## src/rtl/nibble_invert_arbiter_if.sv

```systemverilog
// Handshake bundle between the two nibble producers, the arbiter and the consumer.
// Every channel moves a transfer on a cycle where valid and ready are both high at the clock edge.
interface nibble_invert_arbiter_if;
  logic       a_valid;
  logic [3:0] a_data;
  logic       a_ready;
  logic       inv_en_a;
  logic       b_valid;
  logic [3:0] b_data;
  logic       b_ready;
  logic       inv_en_b;
  logic       out_valid;
  logic [3:0] out_data;
  logic       out_src;
  logic       out_ready;

  modport slave (
    input  a_valid, a_data, inv_en_a, b_valid, b_data, inv_en_b, out_ready,
    output a_ready, b_ready, out_valid, out_data, out_src
  );

  modport master (
    output a_valid, a_data, inv_en_a, b_valid, b_data, inv_en_b, out_ready,
    input  a_ready, b_ready, out_valid, out_data, out_src
  );
endinterface

```

## src/rtl/nibble_invert_arbiter.sv

```systemverilog
// Round-robin arbiter sharing one nibble-inversion path between sources A and B,
// buffering inverted results in a DEPTH-entry FIFO with saturating grant counters.
module nibble_invert_arbiter #(
  parameter int DEPTH = 2,
  parameter int CNT_W = 8
) (
  input  logic                     clk,
  input  logic                     rst,
  nibble_invert_arbiter_if.slave   bus,
  output logic [CNT_W-1:0]         grant_cnt_a,
  output logic [CNT_W-1:0]         grant_cnt_b
);
  localparam int PTR_W = (DEPTH > 1) ? $clog2(DEPTH) : 1;
  localparam int CNT_F = $clog2(DEPTH + 1);

  logic [3:0]       mem_data [DEPTH];
  logic             mem_src  [DEPTH];
  logic [PTR_W-1:0] wr_ptr;
  logic [PTR_W-1:0] rd_ptr;
  logic [CNT_F-1:0] count;
  logic             last_grant_b;

  logic       full;
  logic       grant_a;
  logic       grant_b;
  logic       push;
  logic       pop;
  logic [3:0] wr_data;

  // Readiness depends only on registered count and the requesters, never on out_ready.
  always_comb begin
    full    = (count == CNT_F'(DEPTH));
    grant_a = 1'b0;
    grant_b = 1'b0;
    if (!full) begin
      if (bus.a_valid && bus.b_valid) begin
        grant_a = last_grant_b;
        grant_b = !last_grant_b;
      end else begin
        grant_a = bus.a_valid;
        grant_b = bus.b_valid;
      end
    end
    push    = grant_a || grant_b;
    wr_data = grant_a ? (bus.a_data ^ {4{bus.inv_en_a}})
                      : (bus.b_data ^ {4{bus.inv_en_b}});
    pop     = bus.out_valid && bus.out_ready;
  end

  assign bus.a_ready   = grant_a;
  assign bus.b_ready   = grant_b;
  assign bus.out_valid = (count != '0);
  assign bus.out_data  = mem_data[rd_ptr];
  assign bus.out_src   = mem_src[rd_ptr];

  always_ff @(posedge clk or posedge rst) begin
    if (rst) begin
      for (int i = 0; i < DEPTH; i++) begin
        mem_data[i] <= '0;
        mem_src[i]  <= 1'b0;
      end
      wr_ptr       <= '0;
      rd_ptr       <= '0;
      count        <= '0;
      last_grant_b <= 1'b1;
    end else begin
      if (push) begin
        mem_data[wr_ptr] <= wr_data;
        mem_src[wr_ptr]  <= grant_b;
        wr_ptr           <= wr_ptr + 1'b1;
        last_grant_b     <= grant_b;
      end
      if (pop) rd_ptr <= rd_ptr + 1'b1;
      case ({push, pop})
        2'b10:   count <= count + 1'b1;
        2'b01:   count <= count - 1'b1;
        default: count <= count;
      endcase
    end
  end

  always_ff @(posedge clk or posedge rst) begin
    if (rst) begin
      grant_cnt_a <= '0;
      grant_cnt_b <= '0;
    end else begin
      if (grant_a && (grant_cnt_a != '1)) grant_cnt_a <= grant_cnt_a + 1'b1;
      if (grant_b && (grant_cnt_b != '1)) grant_cnt_b <= grant_cnt_b + 1'b1;
    end
  end
endmodule

```

## src/flat_wrapper.sv

```systemverilog
// flat-port wrapper written by rule: the top's interface ports become plain ports
module nibble_invert_arbiter_flat 
#(
  parameter int DEPTH = 2,
  parameter int CNT_W = 8
)
  (clk, rst, grant_cnt_a, grant_cnt_b, bus_a_valid, bus_a_data, bus_inv_en_a, bus_b_valid, bus_b_data, bus_inv_en_b, bus_out_ready, bus_a_ready, bus_b_ready, bus_out_valid, bus_out_data, bus_out_src);
  nibble_invert_arbiter_if bus_i ();
  input  logic clk;
  input  logic rst;
  output logic [CNT_W-1:0] grant_cnt_a;
  output logic [CNT_W-1:0] grant_cnt_b;
  input wire logic [$bits(bus_i.a_valid)-1:0] bus_a_valid;
  input wire logic [$bits(bus_i.a_data)-1:0] bus_a_data;
  input wire logic [$bits(bus_i.inv_en_a)-1:0] bus_inv_en_a;
  input wire logic [$bits(bus_i.b_valid)-1:0] bus_b_valid;
  input wire logic [$bits(bus_i.b_data)-1:0] bus_b_data;
  input wire logic [$bits(bus_i.inv_en_b)-1:0] bus_inv_en_b;
  input wire logic [$bits(bus_i.out_ready)-1:0] bus_out_ready;
  output wire logic [$bits(bus_i.a_ready)-1:0] bus_a_ready;
  output wire logic [$bits(bus_i.b_ready)-1:0] bus_b_ready;
  output wire logic [$bits(bus_i.out_valid)-1:0] bus_out_valid;
  output wire logic [$bits(bus_i.out_data)-1:0] bus_out_data;
  output wire logic [$bits(bus_i.out_src)-1:0] bus_out_src;
  assign bus_i.a_valid = bus_a_valid;
  assign bus_i.a_data = bus_a_data;
  assign bus_i.inv_en_a = bus_inv_en_a;
  assign bus_i.b_valid = bus_b_valid;
  assign bus_i.b_data = bus_b_data;
  assign bus_i.inv_en_b = bus_inv_en_b;
  assign bus_i.out_ready = bus_out_ready;
  assign bus_a_ready = bus_i.a_ready;
  assign bus_b_ready = bus_i.b_ready;
  assign bus_out_valid = bus_i.out_valid;
  assign bus_out_data = bus_i.out_data;
  assign bus_out_src = bus_i.out_src;
  nibble_invert_arbiter #(.DEPTH(DEPTH), .CNT_W(CNT_W)) u_core (.clk(clk), .rst(rst), .bus(bus_i), .grant_cnt_a(grant_cnt_a), .grant_cnt_b(grant_cnt_b));
endmodule
```

## config.mk

```make
export PLATFORM = sky130hd
export DESIGN_NAME = nibble_invert_arbiter_flat
export DESIGN_NICKNAME = d
export VERILOG_FILES = /design/src/rtl/nibble_invert_arbiter_if.sv /design/src/rtl/nibble_invert_arbiter.sv /design/src/flat_wrapper.sv
export SDC_FILE = /design/constraint.sdc
export NUM_CORES = 1
export LEC_CHECK = 0
export CORE_ASPECT_RATIO = 1.75
export CORE_MARGIN = 4
export CORE_UTILIZATION = 49
export DETAILED_ROUTE_END_ITERATION = 10
export MAX_ROUTING_LAYER = met4
export PLACE_DENSITY = 0.8
export SLEW_MARGIN = 40
export SYNTH_ARGS = -nofsm -noshare
export SYNTH_HDL_FRONTEND = slang
export SYNTH_SLANG_ARGS = --single-unit
```

## constraint.sdc

```tcl
create_clock -name clk -period 1.8 [get_ports clk]
set_input_delay 0.27 -clock clk [delete_from_list [all_inputs] [get_ports clk]]
set_output_delay 0.27 -clock clk [all_outputs]
set_load 0.02 [all_outputs]
```

== Word level (Yosys, flattened, before mapping) ==
Index checks and enable logic that the tools add are counted.

* Bits in registers: 31
* Bits in latches: 0
* Memory bits (writable): 0
* ROM bits: 0
* Bits of input ports: 15
* Output and inout bits: 24
* Word-level logic and storage cells: 55
* Memories kept: 0

* $add $sub $neg: 6
* Multiply operators: 0
* Div/mod/pow operators: 0
* Order comparisons: 3
* Equal/unequal tests: 5
* Shift-type cells: 0
* Mux-type cells: 18
* Bitwise gates (word level): 4
* Reductions and logical operators: 9

{| class="wikitable"
|+ Operators with widths
! operator !! number
|-
| 2-to-1 mux 4 bit || 5
|-
| adder 8 x 1 -> 8 bit (second input constant) || 2
|-
| inequality test 8 bit (second input constant) || 2
|-
| bitwise mux 8 bit || 1
|-
| 2-to-1 mux 1 bit || 8
|-
| bitwise XOR 4 bit || 2
|-
| logical AND 1 bit || 5
|-
| demux 4 bit (select 1 bit) || 1
|-
| == test 2 bit (second input constant) || 2
|-
| >= comparator 2 bit (second input constant) || 2
|-
| inverter 1 -> 2 bit || 2
|-
| one-hot mux 2 bit (2 select lines) || 1
|-
| nonzero test 2 bit || 2
|-
| adder 1 bit (second input constant) || 2
|-
| adder 2 x 1 -> 2 bit (second input constant) || 1
|-
| bitwise mux 2 bit || 1
|-
| == test 2 x 1 -> 1 bit (second input constant) || 1
|-
| < comparator 2 x 1 -> 1 bit (second input constant) || 1
|-
| subtractor 2 x 1 -> 2 bit (second input constant) || 1
|-
| demux 1 bit (select 1 bit) || 1
|-
| zero test 1 bit || 1
|-
| logical OR 1 bit || 1
|}

== Longest topological paths before layout ==
* Word-level depth: 6
* Mapped depth: 6
* Mapped depth without buffers: 6

== Least setup slack after synthesis ==
No wires, ideal clock.

* Kind: register to register
* From: register u_core.count[0]
* To: register u_core.count[1]
* Data arrival time: 1.498 ns
* Path slack: 0.223 ns
* Stages on the path, launching flop included: 6
* Path buffers: 0
* Cell sequence: dfrtp_1 > or2_1 > and2_1 > ha_1 > nor2_1 > xor2_1

{| class="wikitable"
|+ RTL lines
! item !! RTL line !! text
|-
| start, declared || nibble_invert_arbiter.sv:20 || <nowiki>logic [CNT_F-1:0] count;</nowiki>
|-
| start signal, assigned || nibble_invert_arbiter.sv:75 || <nowiki>2'b10: count <= count + 1'b1;</nowiki>
|-
| start signal, assigned || nibble_invert_arbiter.sv:76 || <nowiki>2'b01: count <= count - 1'b1;</nowiki>
|-
| start signal, assigned || nibble_invert_arbiter.sv:77 || <nowiki>default: count <= count;</nowiki>
|-
| nonzero test 2 bit * || nibble_invert_arbiter.sv:52 || <nowiki>assign bus.out_valid = (count != '0);</nowiki>
|-
| net bus_out_valid || flat_wrapper.sv:22 || <nowiki>output wire logic [$bits(bus_i.out_valid)-1:0] bus_out_valid;</nowiki>
|-
| logical AND 1 bit * || nibble_invert_arbiter.sv:47 || <nowiki>pop = bus.out_valid && bus.out_ready;</nowiki>
|-
| net u_core.pop || nibble_invert_arbiter.sv:27 || <nowiki>logic pop;</nowiki>
|-
| == test 2 x 1 -> 1 bit or == test 2 bit (tied branches) || nibble_invert_arbiter.sv:74 || <nowiki>case ({push, pop})</nowiki>
|-
| one-hot mux 2 bit (2 select lines) or nonzero test 2 bit (tied branches) || -- ||
|}

The timed path passes the listed nets; every way through them passes the cells marked *.
A chain may end at the register's enable or synchronous reset.

== Final worst setup path ==
* From: register u_core.last_grant_b
* To: output bus_a_ready

* Longest elaborated chain between the ends: 2

{| class="wikitable"
|+ Ends and longest elaborated chain
! item !! RTL line !! text
|-
| start, declared || nibble_invert_arbiter.sv:21 || <nowiki>logic last_grant_b;</nowiki>
|-
| start signal, assigned || nibble_invert_arbiter.sv:71 || <nowiki>last_grant_b <= grant_b;</nowiki>
|-
| 2-to-1 mux 1 bit || nibble_invert_arbiter.sv:36 || <nowiki>if (bus.a_valid && bus.b_valid) begin</nowiki>
|-
| 2-to-1 mux 1 bit || nibble_invert_arbiter.sv:35 || <nowiki>if (!full) begin</nowiki>
|-
| end, declared || flat_wrapper.sv:20 || <nowiki>output wire logic [$bits(bus_i.a_ready)-1:0] bus_a_ready;</nowiki>
|}

Every way passes these cells.

==> results_dict.tcl <==
set metrics [dict create \
    power.internal_w 0.002297 \
    ys_seq_elements 31 \
    core_area_um2 3142 \
    pwr-share-clk 0.146 \
    drtIter0Drc 14 \
    setup-violations-final 0 \
    drc_errors 0 \
    clkLatencyLatePin_ns 0.28 \
    crit_path_end_kind "primary output" \
    ys_seq_area_frac 0.4878 \
    gp_congestion 0.8163 \
    num_io_pins 39 \
    seq_area_um2 778.2 \
    skew_ns 0.006310 \
    die_width_um 51.10 \
    die_h_um 83.42 \
    min_period_over_period 0.9620 \
    nets 211 \
    dp.cells 226 \
    slew_headroom 0.7404 \
    final_util 0.7049 \
    dpl.hpwl_mm 2.696 \
    htree_levels 2 \
    ys_types 36 \
    min_path_type "input pin to async pin" \
    powerDensity_nw_per_um2 1699 \
    vias_per_cell 5.203 \
    combinationalPowerShare 0.502 \
    synth-edff-count 0 \
    synth_ff_type "dfrtp_1" \
    synth_nets 154 \
    required_ns 1.53 \
    path_max_fanout 4 \
    grt-ovfl-total 0 \
    grt_pass1_wl_mm 5.775 \
    async_flop_share 1.000 \
    netSwitchingPower_w 0.001467 \
    rows 27 \
    cts_buffer_depth 2 \
    grt_max_degree 32 \
    wirelength_mm 3.462 \
    syn_inst 136 \
    critPathKind "register to primary output" \
    firstDrtPassIters 4 \
    clock.fmax_mhz 577.5 \
    vias 1233 \
    ff2ff_setup_slack_ns 0.16 \
    status "finished clean" \
    die-area_um2 4263 \
    period_minus_slack_ns 1.732 \
    fin_cells 237 \
    multi_input_area_um2 789.5 \
    drv_slew 0 \
    drive_above_1_share 0.2165 \
    hold_viol 0 \
    postRouteAntennaNets 0 \
    worstSetupStartpointType "register" \
    maxCapViolations 0 \
    clk_pin_slew_worst_paths_ns 0.06 \
    peakVddDrop_mv 0.9173 \
    grt_pass1_vias 1335 \
    grtUsageTotal 0.1799 \
    fillers 246 \
    n_antenna_cell 0 \
    pwr-share-seq 0.352 \
    antenna_found_initial 0 \
    power_leakage_nw 0.9873 \
    swShare 0.3898 \
    synth.avg_cell_area_um2 11.71 \
    io_buffers 38 \
    rsz0062_at_grt "false" \
    start_util 0.5070 \
    cts_buffers 5 \
    clock_sink_count 31 \
    arrival_ns 1.46 \
    cts_tree "built" \
    area_growth_pct 39.04 \
    routedWlPerCell_um 14.61 \
    yosys_warnings 0 \
    cts-root-buf "clkbuf_8" \
    synth.cell_area_um2 1593 \
    worst_slew_pin_slew_ns 0.3895 \
]
-- final timing paths --
path | from | end | depth (start not counted)
setup / recovery | u_core.last_grant_b | bus_a_ready | 4
hold / removal | rst | u_core.grant_cnt_a[5] | 3
setup reg to reg | u_core.count[0] | u_core.count[1] | 6
hold reg to reg | u_core.count[1] | u_core.count[1] | 1
max in group asynchronous | rst | u_core.last_grant_b | 3
min in group clk | u_core.count[1] | u_core.count[1] | 1
-- worst max-delay path: stages (launching register included) --
cell           delay [ns]
dfstp_2              0.55
nand2b_1             0.15
nand3_4              0.10
inv_2                0.07
dlygate4sd2_1        0.32
-- cells in the final DEF (no fill, tap or decap), types with 2 or more instances in the layout --
cell / Yosys / layout
clkdlybuf4s50_1: 0 / 30
dfrtp_1: 30 / 29
buf_4: 0 / 15
xor2_1: 13 / 13
xnor2_1: 11 / 11
nand2_1: 9 / 9
mux2_2: 8 / 8
nor2_1: 7 / 7
mux2_1: 7 / 7
dlygate4sd2_1: 0 / 7
clkbuf_8: 0 / 6
nand3_1: 5 / 5
a21oi_1: 4 / 4
mux2i_1: 4 / 4
nor3_1: 3 / 3
a31oi_1: 3 / 3
nor4_1: 3 / 3
ha_1: 3 / 3
nand3_4: 2 / 2
inv_2: 2 / 2
inv_1: 2 / 2
-- timing repair --
item                       CTS  global route
pin swaps                    0             0
hold buffers                 0             0
setup endpoints to repair    7             2
gates resized for setup      8             1
buffers inserted             0             3
-- cells in the mapped netlist (all sizes together) (2+ instances only) --
master | number | area share
inv | 4 | 0.0094
xor2 | 13 | 0.071
nor4 | 4 | 0.020
mux2 | 15 | 0.11
ha | 3 | 0.024
a21oi | 4 | 0.013
mux2i | 4 | 0.025
dfrtp | 30 | 0.47
xnor2 | 11 | 0.060
nand3 | 7 | 0.038
nor2 | 7 | 0.016
nor3 | 5 | 0.026
a31oi | 3 | 0.012
buf | 2 | 0.0047
o21ai | 2 | 0.0086
nand2 | 9 | 0.021
-- cell type report --
| type | count | area share |
|---|---|---|
| well taps | 43 | 0.02429 |
| repair buffers | 53 | 0.2198 |
| clock buffers | 7 | 0.03898 |
| clock inverters | 1 | 0.002260 |
| multi-input cells | 98 | 0.3565 |
| flip-flops and latches | 31 | 0.3514 |
| inverters | 4 | 0.006780 |
-- sequential cells by signal, indices dropped and copies added (netlist names) --
register / cells
u_core.count: 2
u_core.grant_cnt_a: 8
u_core.grant_cnt_b: 8
u_core.last_grant_b: 1
u_core.mem_data: 8
u_core.mem_src: 2
u_core.rd_ptr: 1
u_core.wr_ptr: 1
-- logic make-up after synthesis --
logic type,Yosys count,share of synthesized area
simple gates,40,0.1618
mux,19,0.1312
flops,31,0.4878
buf+inv,7,0.01650
fa+ha+maj,3,0.02357
compound gates,12,0.04714
xor+xnor,24,0.1320
-- power by group through the flow --
stage / clock, W / sequential (W) / combinational, W
finish: 0.000551 / 0.00132 / 0.00189
global route: 0.000606 / 0.00137 / 0.00203
CTS: 0.000569 / 0.00134 / 0.00186
detailed placement: 0 / 0.00134 / 0.00192
global placement: 0 / 0.00131 / 0.00186
floorplan: 0 / 0.00141 / 0.00100
-- per-stage QoR --
step	hold WS [ns]	total power [W]	setup WS (ns)	cell area (um2)	TNS [ns]
2_1_floorplan	0.3400	0.002405	0.2227	1593	0
3_3_place_gp	0.4663	0.003168	-0.08493	2106	-0.1484
3_5_place_dp	0.4894	0.003260	-0.1096	2106	-0.1878
4_1_cts	0.3930	0.003769	0.01248	2190	0
5_1_grt	0.4198	0.004002	0.0002819	2215	0
6_report	0.3801	0.003763	0.06848	2215	0
-- layer usage --
layer / up-vias / share of wire / GRT usage
li1: 588 / - / -
met1: 594 / 0.37 / 0.1762
met2: 44 / 0.57 / 0.3373
met3: 7 / 0.046 / 0.03591
met4: 0 / 0.014 / 0.05637
met5: - / 0 / -
Note: power is estimated with default switching activity, not from simulation.
